==> config.mk <==
export PLATFORM = sky130hd
export DESIGN_NAME = uart_boot_loader_flat
export DESIGN_NICKNAME = d
export VERILOG_FILES = /design/src/rtl/boot_pkg.sv /design/src/rtl/uart_boot_loader_if.sv /design/src/rtl/uart_rx_byte.sv /design/src/rtl/uart_boot_loader.sv /design/src/flat_wrapper.sv
export SDC_FILE = /design/constraint.sdc
export NUM_CORES = 1
export LEC_CHECK = 0
export ABC_AREA = 1
export BUFFER_PORTS_ARGS = -buffer_cell sky130_fd_sc_hd__buf_4
export CORE_MARGIN = 4
export CORE_UTILIZATION = 35
export CTS_BUF_LIST = sky130_fd_sc_hd__clkbuf_4 sky130_fd_sc_hd__clkbuf_8
export CTS_CLUSTER_SIZE = 30
export DETAILED_ROUTE_END_ITERATION = 12
export RECOVER_POWER = 25
export SLEW_MARGIN = 15
export SYNTH_ARGS = -nofsm -noshare
export SYNTH_HDL_FRONTEND = slang
export SYNTH_SLANG_ARGS = --single-unit
==> constraint.sdc <==
create_clock -name clk -period 5.65 [get_ports clk]
set_input_delay 0.565 -clock clk [delete_from_list [all_inputs] [get_ports clk]]
set_output_delay 0.565 -clock clk [all_outputs]
set_load 0.01 [all_outputs]
==> src/rtl/boot_pkg.sv <==
// Shared definitions for the UART boot loader: state encodings, frame constants
// and small helpers for bit timing and word assembly.
package boot_pkg;

   typedef enum logic [2:0] {
      ST_IDLE,
      ST_LEN_LO,
      ST_LEN_HI,
      ST_DATA,
      ST_WRITE,
      ST_CHECK,
      ST_DONE,
      ST_ERROR
   } boot_state_t;

   typedef enum logic [1:0] {
      RX_IDLE,
      RX_START,
      RX_DATA,
      RX_STOP
   } rx_state_t;

   localparam logic [7:0] HEADER_BYTE = 8'h55;

   function automatic int clks_per_bit(input int clk_freq, input int baud);
      return clk_freq / baud;
   endfunction

   function automatic int half_bit(input int cpb);
      return cpb / 2;
   endfunction

   // Drops one received byte into its little-endian lane of a 32-bit word.
   function automatic logic [31:0] put_byte(input logic [31:0] w, input logic [1:0] idx,
                                             input logic [7:0] b);
      logic [31:0] r;
      r = w;
      r[8*idx +: 8] = b;
      return r;
   endfunction

endpackage

==> src/rtl/uart_boot_loader_if.sv <==
// Single-cycle RAM write port driven by the boot loader and muxed onto the
// core's memory port while the core is held in reset.
interface uart_boot_loader_if #(
   parameter int ADDR_WIDTH = 32,
   parameter int DATA_WIDTH = 32
);
   logic                  mem_we;
   logic [ADDR_WIDTH-1:0] mem_addr;
   logic [DATA_WIDTH-1:0] mem_wdata;

   modport master (output mem_we, output mem_addr, output mem_wdata);
   modport slave  (input  mem_we, input  mem_addr, input  mem_wdata);
endinterface

==> src/rtl/uart_rx_byte.sv <==
// 8N1 UART receiver: 2-FF synchronizer, start-bit glitch rejection at half-bit,
// mid-bit sampling, one-cycle byte_valid or frame_err pulse per character.
module uart_rx_byte
   import boot_pkg::*;
#(
   parameter int CLKS_PER_BIT = 347
)(
   input  logic       clk,
   input  logic       rst,
   input  logic       i_rx_line,
   output logic       o_byte_valid,
   output logic [7:0] o_rx_byte,
   output logic       o_frame_err
);

   localparam int HALF = half_bit(CLKS_PER_BIT);
   localparam int CW   = $clog2(CLKS_PER_BIT + 1);

   logic [1:0]    r_sync;
   logic          r_rx_prev;
   rx_state_t     r_state, w_state_next;
   logic [CW-1:0] r_cnt, w_cnt_next;
   logic [2:0]    r_bit_idx, w_bit_idx_next;
   logic [7:0]    r_shift, w_shift_next;
   logic          r_byte_valid, w_byte_valid_next;
   logic          r_frame_err, w_frame_err_next;
   logic          w_rx;

   assign w_rx         = r_sync[1];
   assign o_byte_valid = r_byte_valid;
   assign o_rx_byte    = r_shift;
   assign o_frame_err  = r_frame_err;

   always_ff @(posedge clk or posedge rst) begin
      if (rst) begin
         r_sync       <= 2'b11;
         r_rx_prev    <= 1'b1;
         r_state      <= RX_IDLE;
         r_cnt        <= '0;
         r_bit_idx    <= '0;
         r_shift      <= '0;
         r_byte_valid <= 1'b0;
         r_frame_err  <= 1'b0;
      end else begin
         r_sync       <= {r_sync[0], i_rx_line};
         r_rx_prev    <= w_rx;
         r_state      <= w_state_next;
         r_cnt        <= w_cnt_next;
         r_bit_idx    <= w_bit_idx_next;
         r_shift      <= w_shift_next;
         r_byte_valid <= w_byte_valid_next;
         r_frame_err  <= w_frame_err_next;
      end
   end

   always_comb begin
      w_state_next      = r_state;
      w_cnt_next        = r_cnt + 1'b1;
      w_bit_idx_next    = r_bit_idx;
      w_shift_next      = r_shift;
      w_byte_valid_next = 1'b0;
      w_frame_err_next  = 1'b0;
      case (r_state)
         RX_IDLE: begin
            w_cnt_next = '0;
            if (r_rx_prev && !w_rx) w_state_next = RX_START;
         end
         RX_START: begin
            // A low pulse shorter than half a bit is treated as noise.
            if (r_cnt == CW'(HALF - 1)) begin
               w_cnt_next     = '0;
               w_bit_idx_next = '0;
               w_state_next   = w_rx ? RX_IDLE : RX_DATA;
            end
         end
         RX_DATA: begin
            if (r_cnt == CW'(CLKS_PER_BIT - 1)) begin
               w_cnt_next     = '0;
               w_shift_next   = {w_rx, r_shift[7:1]};
               w_bit_idx_next = r_bit_idx + 3'd1;
               if (r_bit_idx == 3'd7) w_state_next = RX_STOP;
            end
         end
         RX_STOP: begin
            if (r_cnt == CW'(CLKS_PER_BIT - 1)) begin
               w_cnt_next        = '0;
               w_byte_valid_next = w_rx;
               w_frame_err_next  = !w_rx;
               w_state_next      = RX_IDLE;
            end
         end
         default: w_state_next = RX_IDLE;
      endcase
   end

endmodule

==> src/rtl/uart_boot_loader.sv <==
// Serial program loader: receives 0x55/LEN/data/CHK frames, writes each word to
// RAM with a single-cycle strobe, then releases the core from reset.
module uart_boot_loader
   import boot_pkg::*;
#(
   parameter int                    CLK_FREQ     = 40_000_000,
   parameter int                    BAUD         = 115200,
   parameter int                    ADDR_WIDTH   = 32,
   parameter int                    DATA_WIDTH   = 32,
   parameter logic [ADDR_WIDTH-1:0] BASE_ADDR    = '0,
   parameter int                    MAX_WORDS    = 1024,
   parameter int                    TIMEOUT_CLKS = 4_000_000
)(
   input  logic                clk,
   input  logic                rst,
   input  logic                i_rx_line,
   uart_boot_loader_if.master  bus,
   output logic                o_core_rst,
   output logic                o_load_done,
   output logic                o_load_err,
   output logic [15:0]         o_word_cnt
);

   localparam logic [15:0] MAX_LEN = 16'(MAX_WORDS);
   localparam logic [31:0] TIMEOUT = 32'(TIMEOUT_CLKS);

   logic                  w_rx_valid, w_rx_err;
   logic [7:0]            w_rx_byte;
   logic                  r_bv, r_fe;
   logic [7:0]            r_byte;
   boot_state_t           r_state, w_state_next;
   logic [15:0]           r_len, r_word_cnt;
   logic [7:0]            r_chk;
   logic [1:0]            r_byte_idx;
   logic [DATA_WIDTH-1:0] r_word;
   logic [31:0]           r_idle_cnt;
   logic                  w_timed, w_expired, w_header;
   logic [15:0]           w_len_in;

   uart_rx_byte #(.CLKS_PER_BIT(clks_per_bit(CLK_FREQ, BAUD))) u_rx (
      .clk          (clk),
      .rst          (rst),
      .i_rx_line    (i_rx_line),
      .o_byte_valid (w_rx_valid),
      .o_rx_byte    (w_rx_byte),
      .o_frame_err  (w_rx_err)
   );

   assign w_timed   = r_state inside {ST_LEN_LO, ST_LEN_HI, ST_DATA, ST_CHECK};
   assign w_expired = w_timed && !r_bv && (r_idle_cnt >= TIMEOUT);
   assign w_header  = r_bv && (r_byte == HEADER_BYTE);
   assign w_len_in  = {r_byte, r_len[7:0]};

   // Status is a pure function of state: ERROR persists until the next header, DONE until rst.
   assign o_core_rst    = (r_state != ST_DONE);
   assign o_load_done   = (r_state == ST_DONE);
   assign o_load_err    = (r_state == ST_ERROR);
   assign o_word_cnt    = r_word_cnt;
   assign bus.mem_we    = (r_state == ST_WRITE);
   assign bus.mem_addr  = BASE_ADDR + ADDR_WIDTH'({r_word_cnt, 2'b00});
   assign bus.mem_wdata = r_word;

   always_ff @(posedge clk or posedge rst) begin
      if (rst) r_state <= ST_IDLE;
      else     r_state <= w_state_next;
   end

   always_comb begin
      w_state_next = r_state;
      case (r_state)
         ST_IDLE:   if (w_header) w_state_next = ST_LEN_LO;
         ST_LEN_LO: begin
            if (r_fe || w_expired) w_state_next = ST_ERROR;
            else if (r_bv)         w_state_next = ST_LEN_HI;
         end
         ST_LEN_HI: begin
            if (r_fe || w_expired)   w_state_next = ST_ERROR;
            else if (r_bv) begin
               if (w_len_in > MAX_LEN)  w_state_next = ST_ERROR;
               else if (w_len_in == '0) w_state_next = ST_CHECK;
               else                     w_state_next = ST_DATA;
            end
         end
         ST_DATA: begin
            if (r_fe || w_expired)                   w_state_next = ST_ERROR;
            else if (r_bv && r_byte_idx == 2'd3)     w_state_next = ST_WRITE;
         end
         ST_WRITE:  w_state_next = ((r_word_cnt + 16'd1) == r_len) ? ST_CHECK : ST_DATA;
         ST_CHECK: begin
            if (r_fe || w_expired) w_state_next = ST_ERROR;
            else if (r_bv)         w_state_next = (r_byte == r_chk) ? ST_DONE : ST_ERROR;
         end
         ST_DONE:   w_state_next = ST_DONE;
         ST_ERROR:  if (w_header) w_state_next = ST_LEN_LO;
         default:   w_state_next = ST_IDLE;
      endcase
   end

   always_ff @(posedge clk or posedge rst) begin
      if (rst) begin
         r_bv       <= 1'b0;
         r_fe       <= 1'b0;
         r_byte     <= '0;
         r_len      <= '0;
         r_chk      <= '0;
         r_byte_idx <= '0;
         r_word     <= '0;
         r_word_cnt <= '0;
         r_idle_cnt <= '0;
      end else begin
         r_bv   <= w_rx_valid;
         r_fe   <= w_rx_err;
         r_byte <= w_rx_byte;
         if (r_bv || !(w_timed || r_state == ST_WRITE)) r_idle_cnt <= '0;
         else                                            r_idle_cnt <= r_idle_cnt + 32'd1;
         case (r_state)
            ST_IDLE, ST_ERROR: begin
               if (w_header) begin
                  r_len      <= '0;
                  r_chk      <= '0;
                  r_byte_idx <= '0;
                  r_word_cnt <= '0;
               end
            end
            ST_LEN_LO: if (r_bv) begin
               r_len[7:0] <= r_byte;
               r_chk      <= r_chk + r_byte;
            end
            ST_LEN_HI: if (r_bv) begin
               r_len[15:8] <= r_byte;
               r_chk       <= r_chk + r_byte;
            end
            ST_DATA: if (r_bv) begin
               r_word     <= put_byte(r_word, r_byte_idx, r_byte);
               r_byte_idx <= r_byte_idx + 2'd1;
               r_chk      <= r_chk + r_byte;
            end
            ST_WRITE: r_word_cnt <= r_word_cnt + 16'd1;
            default: ;
         endcase
      end
   end

endmodule
==> src/flat_wrapper.sv <==
// flat-port wrapper written by rule: the top's interface ports become plain ports
module uart_boot_loader_flat import boot_pkg::*;
#(
   parameter int                    CLK_FREQ     = 40_000_000,
   parameter int                    BAUD         = 115200,
   parameter int                    ADDR_WIDTH   = 32,
   parameter int                    DATA_WIDTH   = 32,
   parameter logic [ADDR_WIDTH-1:0] BASE_ADDR    = '0,
   parameter int                    MAX_WORDS    = 1024,
   parameter int                    TIMEOUT_CLKS = 4_000_000
)
  (clk, rst, i_rx_line, o_core_rst, o_load_done, o_load_err, o_word_cnt, bus_mem_we, bus_mem_addr, bus_mem_wdata);
  uart_boot_loader_if #(.ADDR_WIDTH(ADDR_WIDTH), .DATA_WIDTH(DATA_WIDTH)) bus_i ();
  input  logic clk;
  input  logic rst;
  input  logic i_rx_line;
  output logic o_core_rst;
  output logic o_load_done;
  output logic o_load_err;
  output logic [15:0] o_word_cnt;
  output wire logic [$bits(bus_i.mem_we)-1:0] bus_mem_we;
  output wire logic [$bits(bus_i.mem_addr)-1:0] bus_mem_addr;
  output wire logic [$bits(bus_i.mem_wdata)-1:0] bus_mem_wdata;
  assign bus_mem_we = bus_i.mem_we;
  assign bus_mem_addr = bus_i.mem_addr;
  assign bus_mem_wdata = bus_i.mem_wdata;
  uart_boot_loader #(.CLK_FREQ(CLK_FREQ), .BAUD(BAUD), .ADDR_WIDTH(ADDR_WIDTH), .DATA_WIDTH(DATA_WIDTH), .BASE_ADDR(BASE_ADDR), .MAX_WORDS(MAX_WORDS), .TIMEOUT_CLKS(TIMEOUT_CLKS)) u_core (.clk(clk), .rst(rst), .i_rx_line(i_rx_line), .bus(bus_i), .o_core_rst(o_core_rst), .o_load_done(o_load_done), .o_load_err(o_load_err), .o_word_cnt(o_word_cnt));
endmodule
# Word level (Yosys, flattened, before mapping)
# Index checks and enable logic that the tools add are counted.
# totals
regBits	146
# op_classes
n_mux	44
n_lt_le_gt_ge	2
addsub	7
n_reduce_logical	34
shifts	2
n_eq_ne	32
# op_table
operator	count
case mux 8 bit (2 select lines)	3
two-way mux 3 bit	14
negation 5 -> 34 bit	1
variable shift 8 x 34 -> 32 bit, first input constant	1
variable part select 8 x 34 -> 32 bit	1
adder 32 x 1 -> 32 bit, second input constant	1
bitwise mux 32 bit	1
greater-or-equal comparator 32 x 22 -> 1 bit, second input constant	1
two-way mux 32 bit	1
case mux 16 bit (2 select lines)	1
case mux 9 bit (3 select lines)	1
two-way mux 8 bit	3
case mux 3 bit (7 select lines)	1
two-way mux 9 bit	2
adder 16 x 1 -> 16 bit, second input constant	1
equality test 16 bit	1
> comparator 16 x 11 -> 1 bit, second input constant	1
zero test 16 bit	1
two-way mux 16 bit	1
two-way mux 2 bit	8
equality test 3 bit, second input constant	5
AND reduction 3 bit	5
nonzero test 2 bit	6
inequality test 2 x 1 -> 1 bit, second input constant	5
29 further kinds	55

# Logic depth before layout (Yosys ltp)
# Gate-level depths: netlist of the first run.
# depth
word_depth	7
mapped_depth	14
depth_no_buf	14

# By module
# From an unflattened synthesis of the first run, not the netlist that was laid out.
# hier_totals
cells_unflattened	1035
hier_area_um2	8169.1
# by_module_without_submodules
module	instances	area_each_um2	seq_area_each_um2	cells_each
uart_boot_loader	1	6924.1	2977.9	910
uart_rx_byte	1	1244.9	679.4	125

# Worst setup path before layout of the first run
# No wires, ideal clock.
# synth_path
kind	register to register
start	register u_core.r_byte_idx[0]
end	register u_core.r_word[22], in the netlist u_core.bus.mem_wdata[22]
path_slack_ps	3581
t_arrival_ps	1992
stages_incl_launch_ff	9
setup_time_ps	77
path_cell_list	dfrtp_1 > clkbuf_1 > inv_1 > ha_1 > buf_2 > clkinv_1 > nor2_1 > nand3_1 > a21oi_1
# synth_via
elab_chain_len	3
word_cells_on_any_way	4
# synth_rtl
item	line_no	text
start: declaration	uart_boot_loader.sv:34	logic [1:0] r_byte_idx;
start signal: assignment	uart_boot_loader.sv:135	r_byte_idx <= r_byte_idx + 2'd1;
negation 5 -> 34 bit (*)	boot_pkg.sv:38	r[8*idx +: 8] = b;
variable part select 8 x 34 -> 32 bit or variable shift 8 x 34 -> 32 bit (tied branches)	boot_pkg.sv:38	
bitwise mux 32 bit (*)	boot_pkg.sv:38	
end signal: assignment	uart_boot_loader.sv:134	r_word <= put_byte(r_word, r_byte_idx, r_byte);
end: declaration	uart_boot_loader.sv:35	logic [DATA_WIDTH-1:0] r_word;
# Every way passes the cells marked *; elsewhere a longest branch is shown, timed or not.
# A chain may end at the register's enable or synchronous reset.

# Worst setup path in the final report of the first run
# Ends and elaborated chain as after synthesis.

==> results.txt, run 1 <==
- Required arrival time at the worst endpoint: a little over 6000 ps
- Floorplan core area: about 0.023 mm2
- Overall die area: 0.0255 mm2
* Adder and majority gate portion of the synthesized area: 0.0336
* Fin nets: ~1,100
* Cell type contributing the most total cell area after synthesis: dfrtp_1
- Std cell rows: between 50 and 60
* Number of instances in the synthesized netlist: 997
- Via density: approximately 5
* Share of the yosys chip area belonging to registers: 0.455
- In the finished design, the share of the clock period the worst path needs comes to 0.457.
- The count of pins over their slew limit is 0.
- Clock-pin slew on the worst setup and hold paths: 90 ps
- Final setup TNS: 0 ps
- Hold buffers post-CTS: 0
- Signed area change from the synthesized netlist to the final layout: 13.4%
- Overall track demand over capacity in global routing: 0.148
- Of the total power, combinational logic draws 0.058.
* Number of primary I/O pins: 87
* Internal power: between 0.0015 and 0.002 W
* Run status: complete, no violations
- Most used cells in the layout excluding fill and tap cells: nand2_1 (211), dfrtp_1 (143), inv_1 (115), nor2_1 (113), nand3_1 (71)
- Mapped cell area: 0.00804 mm2
- Summed over all nets, the switching power comes to around 0.00054 W.
- Last weighted congestion value of the routability-driven placer: 0.879
* Seq pwr share: 0.507
- STA classifies the critical path endpoint as a flop.
* Post_cts resized: 0
- Chip height: around 160 um
- The later pin in the worst-skew pair is clocked with a latency of 460 ps.
- Clock tree synthesis found a total of 146 sinks.
* Largest cells by area after synthesis: dfrtp_1 (45%), nand2_1 (9.9%), inv_1 (5.4%)
- Worst Path Max Fanout: 21
- Category of the most critical setup path: reg -> reg
- First-pass GRT wire length: 31,600 um
- Post-Syn Area per Cell: a little over 8 um2
* Vias in the first global route: between 6,000 and 7,000
* Initial DRC count: between 400 and 500
- Clock skew on the completed layout was measured at between 20 and 25 ps.
- The share of synthesized area in the top cell type comes to 0.445.
- The H-tree was split into 4 levels.
- Share of post-route cells with drive strength above 1: 0.140
* Aggregate routed wire length: 18,700 um
* Total number of vias: approximately 6,600
* Placed wire-length estimate: about 14,000 um
- Relative slew slack: 0.409
- For this run, the leading register cell type out of synthesis is dfrtp_1.
- CTS buffer count: 17
- The final count of hold timing violations is 0.
- Setup repair after global routing left no endpoint under its margin.
- Fraction of the core area covered by cells at the end of the flow: 0.403
- Summed over all layers, the global routing overflow is 0.
* Clock network fraction of design power: 0.435
- Root buf cell: clkbuf_8
* DRC errors left: 0
- After synthesis the netlist holds a flip-flop and latch count of approximately 150.
- Max-cap violations in this run came to 0.
- The synthesized-area fraction occupied by ao, oa, aoi and oai cells was 0.0908.
- Per-cell routed wire length: about 14 um
* Slew @ Worst Pin: about 900 ps
* First-pass DRT Iterations: 5
- Post-synth ARST share: 1.00
- Count of antenna diodes in the layout: 0
* Setup Buffers After CTS: 0
- Of the total power, the share spent switching nets is 0.254.
- DIE WIDTH: 160 um
- Setup-failing EPs final: 0
- The min-delay analysis places its worst path in the category in -> reg.
- Entering global routing, the biggest net connects between 90 and 100 pins.
- Largest buffer count on any clock path: 2
- Largest voltage drop on the vdd net: between 100 and 150 uV
- Data arrival time of the worst path: 2960 ps
* Number of antenna violations at the first check in global routing: 0
- The initial utilization of the core area, before any placement, comes to 0.355.
* Count of antenna-violating nets left after detailed routing: 0
- After layout, the minimum clock period comes to around 2600 ps.
- XOR/XNOR Fraction of Synth Area: 0.0302
- Timing-limited maximum frequency: just under 0.4 GHz
- Portion of netlist area occupied by mux cells: 0
- TritonCTS built the clock tree.
* Yosys warning count: 0
- Counting distinct cell types in the post-synthesis netlist gives between 50 and 60.
- For this design the static power due to leakage is roughly 4.4 nW.
- The synthesized design contains 0 enable-type register cells.
* Filler cell count: around 2,300
- For this design the ratio of total power to cell area is ~230 mW/mm2.
- Area share of and/or/nand/nor cells after synthesis: 0.291
* Largest family of logic cells by synthesized area: simple AND/OR/NAND/NOR gates
* Startpoint Class: flop
- Number of buffers inserted by port buffering: 70
* Most common library cell in the layout ignoring fill and taps: nand2_1
area by class of cell:
class | count | area, um2 | area share
sequential | 146 | 3660 | 0.401
multi-input combinational | 692 | 3640 | 0.400
inverter | 125 | 474 | 0.0520
tap | 285 | 357 | 0.0391
clock buffer | 18 | 241 | 0.0265
timing repair buffer | 72 | 537 | 0.0589
clock inverter | 14 | 205 | 0.0225
power groups by stage:
| stage | Clock, W | Sequential (W) | Combinational (W) |
|---|---|---|---|
| detailed placement | 0 | 0.00110 | 0.000127 |
| global route | 0.000992 | 0.00108 | 0.000147 |
| CTS | 0.000947 | 0.00108 | 0.000127 |
| global placement | 0 | 0.00110 | 0.000124 |
| floorplan | 0 | 0.00109 | 0.000106 |
| finish | 0.000924 | 0.00108 | 0.000124 |
routing by layer:
metal	GRT usage	share of wire
met1	0.200	0.47
met2	0.246	0.48
met3	0.0303	0.041
met4	0.0343	0.0086
met5	0	0
sequential cells by signal (all words and copies together) (netlist names), named ones only:
name / flops
u_core.r_bv: 1
u_core.u_rx.r_sync: 2
u_core.u_rx.r_state: 1
u_core.u_rx.r_cnt: 9
u_core.bus.mem_wdata: 32
u_core.u_rx.o_rx_byte: 8
u_core.r_byte: 8
u_core.r_chk: 8
u_core.r_fe: 1
u_core.u_rx.r_rx_prev: 1
u_core.u_rx.r_bit_idx: 3
u_core.r_state: 3
u_core.o_word_cnt: 16
u_core.r_len: 16
u_core.u_rx.o_byte_valid: 1
u_core.r_byte_idx: 2
u_core.u_rx.o_frame_err: 1
u_core.r_idle_cnt: 32
cell usage after synthesis (all sizes together) (2+ instances only):
master  instances
nor3           28
xor2           17
xnor2           3
buf            41
or2             4
a211oi          3
nor2          127
inv           123
nand2         215
ha             20
clkbuf          8
dfrtp         143
a21oi          35
xnor3           3
a22o            2
nor4           10
nand3          75
nand4          41
dfstp           3
o22ai          13
clkinv          2
o21ai          69
per-stage QoR:
step	instance area, um2	hold WS [ps]	setup slack (ps)	total power [W]	instances
floorplan	8090	331	1170	0.00120	1012
global placement	8670	333	3230	0.00122	1320
detailed placement	8670	342	3110	0.00122	1320
CTS	9120	193	3130	0.00215	1352
global route	9110	193	2810	0.00222	1352
finish	9110	221	3070	0.00212	1352
logic make-up (layout without fill, tap and decap cells):
logic type / after synthesis / count (layout)
AO/OA/AOI/OAI: 129 / 129
other: 1 / 16
adder cells (fa/ha/maj): 21 / 21
AND/OR/NAND/NOR: 503 / 503
buffers and inverters: 174 / 229
XOR/XNOR: 23 / 23
flip-flops: 146 / 146
worst paths after layout:
check                                             start                        to  slack [ps]  depth (start not counted)
worst max-delay path               u_core.r_byte_idx[0]  u_core.bus.mem_wdata[22]        3070                          6
worst min-delay path                          i_rx_line     u_core.u_rx.r_sync[0]         220                          1
worst max register to register     u_core.r_byte_idx[0]  u_core.bus.mem_wdata[22]        3070                          6
worst min register to register  u_core.u_rx.o_frame_err               u_core.r_fe         360                          0
max in group asynchronous                           rst          u_core.r_byte[7]        4130                          3
min in group asynchronous                           rst      u_core.u_rx.r_cnt[0]         320                          2
worst max-delay path, stage by stage (launching register included):
cell	delay [ps]
dfrtp_1	730
inv_1	210
ha_1	510
clkinv_1	310
nor2_1	470
nand3_1	120
a21oi_1	160
Note: power is estimated with default switching activity, not from simulation.
==> run 2, diff against run 1 <==
- clock period: 5.65 -> 2.3 ns (I/O delays scaled with it)
==> results.txt, run 2 (synthesized netlist as in run 1, its figures left out) <==
* DRC errors left: 0 (unchanged)
- The via count of the first global-routing pass came to 6,453 (was 6,334).
* Number of buffers inserted by port buffering: 70 (unchanged)
- Signed area change from the synthesized netlist to the final layout: 14.9% (was 13.4%)
* Min Clock Period, post-route: 2080 ps (was 2580 ps)
- The share of the cycle needed by the critical path after routing was 0.906 (was 0.457).
- The fraction of met2 tracks used by global routing was 0.251 (was 0.246).
* Total number of vias: 6,594 (was 6,600)
* Required arrival time at the worst endpoint: 2690 ps (was 6030 ps)
* CTS buffer count: 17 (unchanged)
- Most common library cell in the layout ignoring fill and taps: nand2_1 (unchanged)
- Post-route setup slack: 217 ps (was 3070 ps)
- Critical path, cell by cell: inv_1, ha_1, clkinv_1, nor2_1, nand3_1, a21oi_1 (unchanged).
* Std cell rows: 55 (unchanged)
- Relative slew slack: 0.321 (was 0.409)
- Slew @ Worst Pin: 1010 ps (was 883 ps)
- Max-Cap Viols: 0 (unchanged)
* Largest voltage drop on the vdd net: 301 uV (was 133 uV)
- Worst Path Max Fanout: 10 (was 21)
* DP Worst Slack: 234 ps (was 3110 ps)
- The initial standard-cell utilization of the core is 0.355 (unchanged).
* Total power draw: 0.00515 W (was 0.00212 W)
- The clock input transition at the sequential cells of the worst setup and hold paths is 90 ps (about the same).
- Leakage dissipation: 4.49 nW (was 4.41 nW)
- Most used cells in the layout excluding fill and tap cells: nand2_1 (211), dfrtp_1 (142), inv_1 (115), nor2_1 (113), buf_4 (79) (was nand2_1 (211), dfrtp_1 (143), inv_1 (115), nor2_1 (113), nand3_1 (71))
* Largest net degree at the start of global routing: 57 (was 97)
* Setup-failing EPs final: 0 (unchanged)
* Gr ovfl total: 0 (unchanged)
* Fin nets: 1,093 (was 1,078)
* Share of post-route cells with drive strength above 1: 0.151 (was 0.140)
- Category of the most critical setup path: reg -> reg (unchanged)
- The CTS tree is done (unchanged).
- Via density: 4.82 (was 4.88)
- Fraction of the core area covered by cells at the end of the flow: 0.408 (was 0.403)
- Worst hold path type: reg -> reg (was in -> reg)
- The critical path arrival was 2470 ps (was 2960 ps).
- The count of boundary I/O pins is 87 (unchanged).
- First-pass GRT wire length: 32,000 um (was 31,600 um)
- The worst hold slack across all endpoints came to 361 ps (was 221 ps).
* Hold violation total from the final report: 0 (unchanged)
* Count of antenna-violating nets left after detailed routing: 0 (unchanged)
- Final setup TNS: 0 ps (unchanged)
- The number of search-and-repair iterations in the first detailed-routing pass is 5 (unchanged).
* Most congested layer reported by global routing: met2 (unchanged)
* Overall die area: 0.0255 mm2 (unchanged)
- The all-layer global routing usage is 0.150 (was 0.148).
- Maximum level of the CTS H-tree: 4 (unchanged)
* Chip height: 160 um (unchanged)
- The delay of the slowest cell on the worst path is 480 ps (was 730 ps).
- The critical path startpoint category is a flop (unchanged).
* Per-cell routed wire length: 13.6 um (was 13.8 um)
- Count of antenna diodes in the layout: 0 (unchanged)
- The root buffer cell is clkbuf_8 (unchanged).
- RSZ-0062 raised after global routing: no (unchanged).
- Timing-limited maximum frequency: 0.480 GHz (was 0.387 GHz)
- The met1 global-route usage came to 0.198 (was 0.200).
- The sink count of the clock tree came to 146 (unchanged).
- The insertion delay to the later sink of the worst-skew pair is 450 ps (was 460 ps).
- Run status: complete, no violations (unchanged).
* Aggregate routed wire length: 18,500 um (was 18,700 um)
* Crit path max-delay cell type: ha_1 (was dfrtp_1)
* Initial DRC count: 401 (was 430)
- Capturing element type of the critical path: flop (unchanged)
* Floorplan core area: 0.0226 mm2 (unchanged)
* Met3 track utilization from global routing: 0.0308 (was 0.0303)
- Cell Pwr Density: 557 mW/mm2 (was 233 mW/mm2)
- The count of pins over their slew limit is 0 (unchanged).
- Largest buffer count on any clock path: 2 (unchanged)
- The placed wire-length estimate came to 13,900 um (was 13,700 um).
- The number of antenna violations at the first check in global routing is 0 (unchanged).
- Last weighted congestion value of the routability-driven placer: 0.852 (was 0.879)
* Clock skew after layout: 16.9 ps (was 22.7 ps)
* DIE WIDTH: 160 um (unchanged)
## run 2: changes by cell type in the layout (fill, tap and decap cells not counted), sizes merged
cell         previous run  this run
buf                    70        81
bufinv                  4         3
clkbuf                 20        21
clkinv                  5         6
clkinvlp                4         1
dlygate4sd3             0         2
inv                   126       130
## run 2: metal layers
metal,vias up,share of wire,wire (um)
met1,3053,0.45,8390
met4,0,0.012,223
met3,18,0.045,839
li1,3374,-,-
met5,-,0,0
met2,149,0.49,9090
## run 2: final timing paths
| path | start | end | slack, ps | cells past startpoint |
|---|---|---|---|---|
| worst max-delay path | u_core.r_byte_idx[1] | u_core.bus.mem_wdata[22] | 220 | 6 |
| worst min-delay path | u_core.u_rx.o_byte_valid | u_core.r_bv | 360 | 0 |
| worst max register to register | u_core.r_byte_idx[1] | u_core.bus.mem_wdata[22] | 220 | 6 |
| worst min register to register | u_core.u_rx.o_byte_valid | u_core.r_bv | 360 | 0 |
| max in group asynchronous | rst | u_core.r_idle_cnt[19] | 530 | 4 |
| min in group asynchronous | rst | u_core.r_idle_cnt[4] | 520 | 3 |
## run 2: timing repair
item                       in CTS  in global routing
hold endpoints to repair       18                  0
setup buffers                   0                  0
gates resized for setup         0                  2
setup endpoints to repair       0                  2
hold buffers                    2                  0
## run 2: where the power goes
group | switching [W] | internal (W) | leakage, nW
clock | 0.00108 | 0.00111 | 0.220
sequential | 0.0000341 | 0.00261 | 2.02
combinational | 0.000229 | 0.0000831 | 2.25
## run 2: per-stage QoR
step	cell area, um2	cells
3_3_place_gp	8790	1333
3_5_place_dp	8790	1333
5_1_grt	9230	1367
2_1_floorplan	8100	1012
6_report	9230	1367
4_1_cts	9240	1367
## run 2: critical path, delay by kind of cell, from the launching register on
kind	cells	cell delay, ps
and+or+nand+nor	2	570
adders and majority gates	1	480
DFF	1	380
buffers and inverters	2	430
AOI/OAI and AO/OA	1	160
## run 2: cell type report
cell class	count	area, um2
Timing Repair Buffer	87	676
Clock buffer	17	234
Inverter	125	470
Clock inverter	15	193
Sequential cell	146	3660
Multi-Input combinational cell	692	3650
Fill cell	2318	13400
Tap cell	285	357
==> run 3, diff against run 2 <==
==> constraint.sdc (replaced) <==
create_clock -name clk -period 2.3 [get_ports clk]
set_input_delay 0.345 -clock clk [delete_from_list [all_inputs] [get_ports clk]]
set_output_delay 0.345 -clock clk [all_outputs]
set_load 0.01 [all_outputs]
==> results.txt, run 3 (synthesized netlist as in run 1, its figures left out) <==
- Most used cells in the layout excluding fill and tap cells: nand2_1 (211), dfrtp_1 (143), inv_1 (115), nor2_1 (113), buf_4 (79) (was nand2_1 (211), dfrtp_1 (142), inv_1 (115), nor2_1 (113), buf_4 (79)).
* Setup-failing EPs final: 0 (unchanged)
* Largest buffer count on any clock path: 2 (unchanged)
- The remaining number of nets flagged by the antenna check after routing is 0 (unchanged).
* Hold violation total from the final report: 0 (unchanged)
* Number of primary I/O pins: 87 (unchanged)
* Slew @ Worst Pin: 948 ps (was 1010 ps)
- The detail-routed via count per cell was 4.88 (was 4.82).
* Initial DRC count: 446 (was 401)
- Insertion delay of the later-clocked pin in the worst-skew pair: 470 ps (was 450 ps)
- CTS tree: done (unchanged)
- The number of remaining DRC errors was 0 (unchanged).
- Per-cell routed wire length: 13.9 um (was 13.6 um)
- Fin nets: 1,091 (was 1,093)
* Largest voltage drop on the vdd net: 312 uV (was 301 uV)
- Worst hold path type: reg -> reg (unchanged)
- Clock skew after layout: 20.1 ps (was 16.9 ps)
- Most common library cell in the layout ignoring fill and taps: nand2_1 (unchanged)
- DP Worst Slack: 246 ps (was 234 ps)
* Last weighted congestion value of the routability-driven placer: 0.854 (was 0.852)
* Worst Path Max Fanout: 10 (unchanged)
- Max-Cap Viols: 0 (unchanged)
- The number of standard-cell rows in the floorplan is 55 (unchanged).
- The critical setup path kind was reg -> reg (unchanged).
- Capturing element type of the critical path: flop (unchanged)
- Placed wire-length estimate: 14,000 um (was 13,900 um)
* Min Clock Period, post-route: 2130 ps (was 2080 ps)
* Post-route setup slack: 170 ps (was 217 ps)
- Clock-pin slew on the worst setup and hold paths: 100 ps (was 90 ps)
- The count of pins over their slew limit was 0 (unchanged).
* Required arrival time at the worst endpoint: 2700 ps (was 2690 ps)
- DIE WIDTH: 160 um (unchanged)
* Number of buffers inserted by port buffering: 70 (unchanged)
* Dpl cells: 1,331 (was 1,333)
* Chip height: 160 um (unchanged)
- CTS buffer count: 17 (unchanged)
- The number of search-and-repair iterations in the first detailed-routing pass came to 5 (unchanged).
* Number of sinks driven by the clock tree: 146 (unchanged)
- First-pass GRT wire length: 32,200 um (was 32,000 um)
- The setup TNS was 0 ps (unchanged).
- Gr ovfl total: 0 (unchanged)
- RSZ-0062 raised after global routing: no (unchanged).
* Startpoint Class: flop (unchanged)
- Aggregate routed wire length: 19,000 um (was 18,500 um)
- The number of vias in the routed layout came to 6,661 (was 6,594).
* Overall die area: 0.0255 mm2 (unchanged)
- Root buf cell: clkbuf_8 (unchanged)
* Relative slew slack: 0.368 (was 0.321)
- Cell Pwr Density: 559 mW/mm2 (was 557 mW/mm2)
- Share of post-route cells with drive strength above 1: 0.149 (was 0.151)
- The non-filler instance count after layout came to 1,365 (was 1,367).
- The post-place instance area is 0.00878 mm2 (was 0.00879 mm2).
- Data arrival time of the worst path: 2530 ps (was 2470 ps)
- Vias in the first global route: 6,464 (was 6,453)
* Number of antenna violations at the first check in global routing: 0 (unchanged)
- The pin count of the biggest net entering global routing came to 69 (was 57).
- Count of antenna diodes in the layout: 0 (unchanged)
- The number of H-tree levels came to 4 (unchanged).
* Leakage dissipation: 4.47 nW (was 4.49 nW)
* Initial Util: 0.355 (unchanged)
* Floorplan core area: 0.0226 mm2 (unchanged)
- Timing-limited maximum frequency: 0.469 GHz (was 0.480 GHz)
* Final worst path period share: 0.926 (was 0.906)
* Run status: complete, no violations (unchanged)
* Overall track demand over capacity in global routing: 0.152 (was 0.150)
- The utilization after layout is 0.406 (was 0.408).
- Signed area change from the synthesized netlist to the final layout: 14.4% (was 14.9%)
- The final instance area was 0.00919 mm2 (was 0.00923 mm2).
- The count of filler cells inserted in the layout is 2,314 (was 2,318).
run 3: what timing repair did:
item / in CTS / in global routing
endpoints found under the hold margin: 15 / 0
buffers inserted: 0 / 0
setup endpoints to repair: 0 / 1
gates resized for setup: 0 / 1
hold buffers: 2 / 0
run 3: layer usage:
| metal | part of all wire | global-route usage | wire length, um | vias to the layer above |
|---|---|---|---|---|
| met1 | 0.47 | 0.202 | 8850 | 3136 |
| met3 | 0.036 | 0.0337 | 688 | 23 |
| li1 | - | - | - | 3367 |
| met2 | 0.48 | 0.248 | 9160 | 135 |
| met4 | 0.015 | 0.0481 | 289 | 0 |
| met5 | 0 | 0 | 0 | - |
run 3: worst max-delay path, stage by stage, from the launching register on:
cell	delay, ps
dfrtp_1	400
inv_1	100
ha_1	470
clkinv_1	350
nor2_1	470
nand3_1	120
a21oi_1	160
run 3: worst paths after layout:
path                                    startpoint                  endpoint  slack, ps  cells after the start
setup / recovery              u_core.r_byte_idx[1]  u_core.bus.mem_wdata[22]        170                      6
hold / removal             u_core.u_rx.o_frame_err               u_core.r_fe        360                      0
hold reg to reg            u_core.u_rx.o_frame_err               u_core.r_fe        360                      0
max in group asynchronous                      rst     u_core.r_idle_cnt[29]        390                      5
min in group asynchronous                      rst     u_core.r_idle_cnt[22]        510                      3
setup reg to reg              u_core.r_byte_idx[1]  u_core.bus.mem_wdata[22]        170                      6
run 3: stage by stage:
stage          total power (W)  hold WS, ps
6_report               0.00514          355
5_1_grt                0.00538          367
4_1_cts                0.00524          356
3_5_place_dp           0.00302          336
3_3_place_gp           0.00301          333
2_1_floorplan          0.00295          331
run 3: power by group:
part	switching, W	total, W	internal (W)
clock network	0.00115	0.00217	0.00102
logic	0.000241	0.000321	0.0000802
registers	0.0000329	0.00264	0.00261
run 3: cell type report:
type                    instances  area, um2  share of cell area
clock buffers                  17        234              0.0255
clock inverters                15        189              0.0206
flip-flops and latches        146       3660               0.398
inverters                     125        470              0.0512
repair buffers                 85        639              0.0696
well taps                     285        357              0.0388
multi-input cells             692       3650               0.397
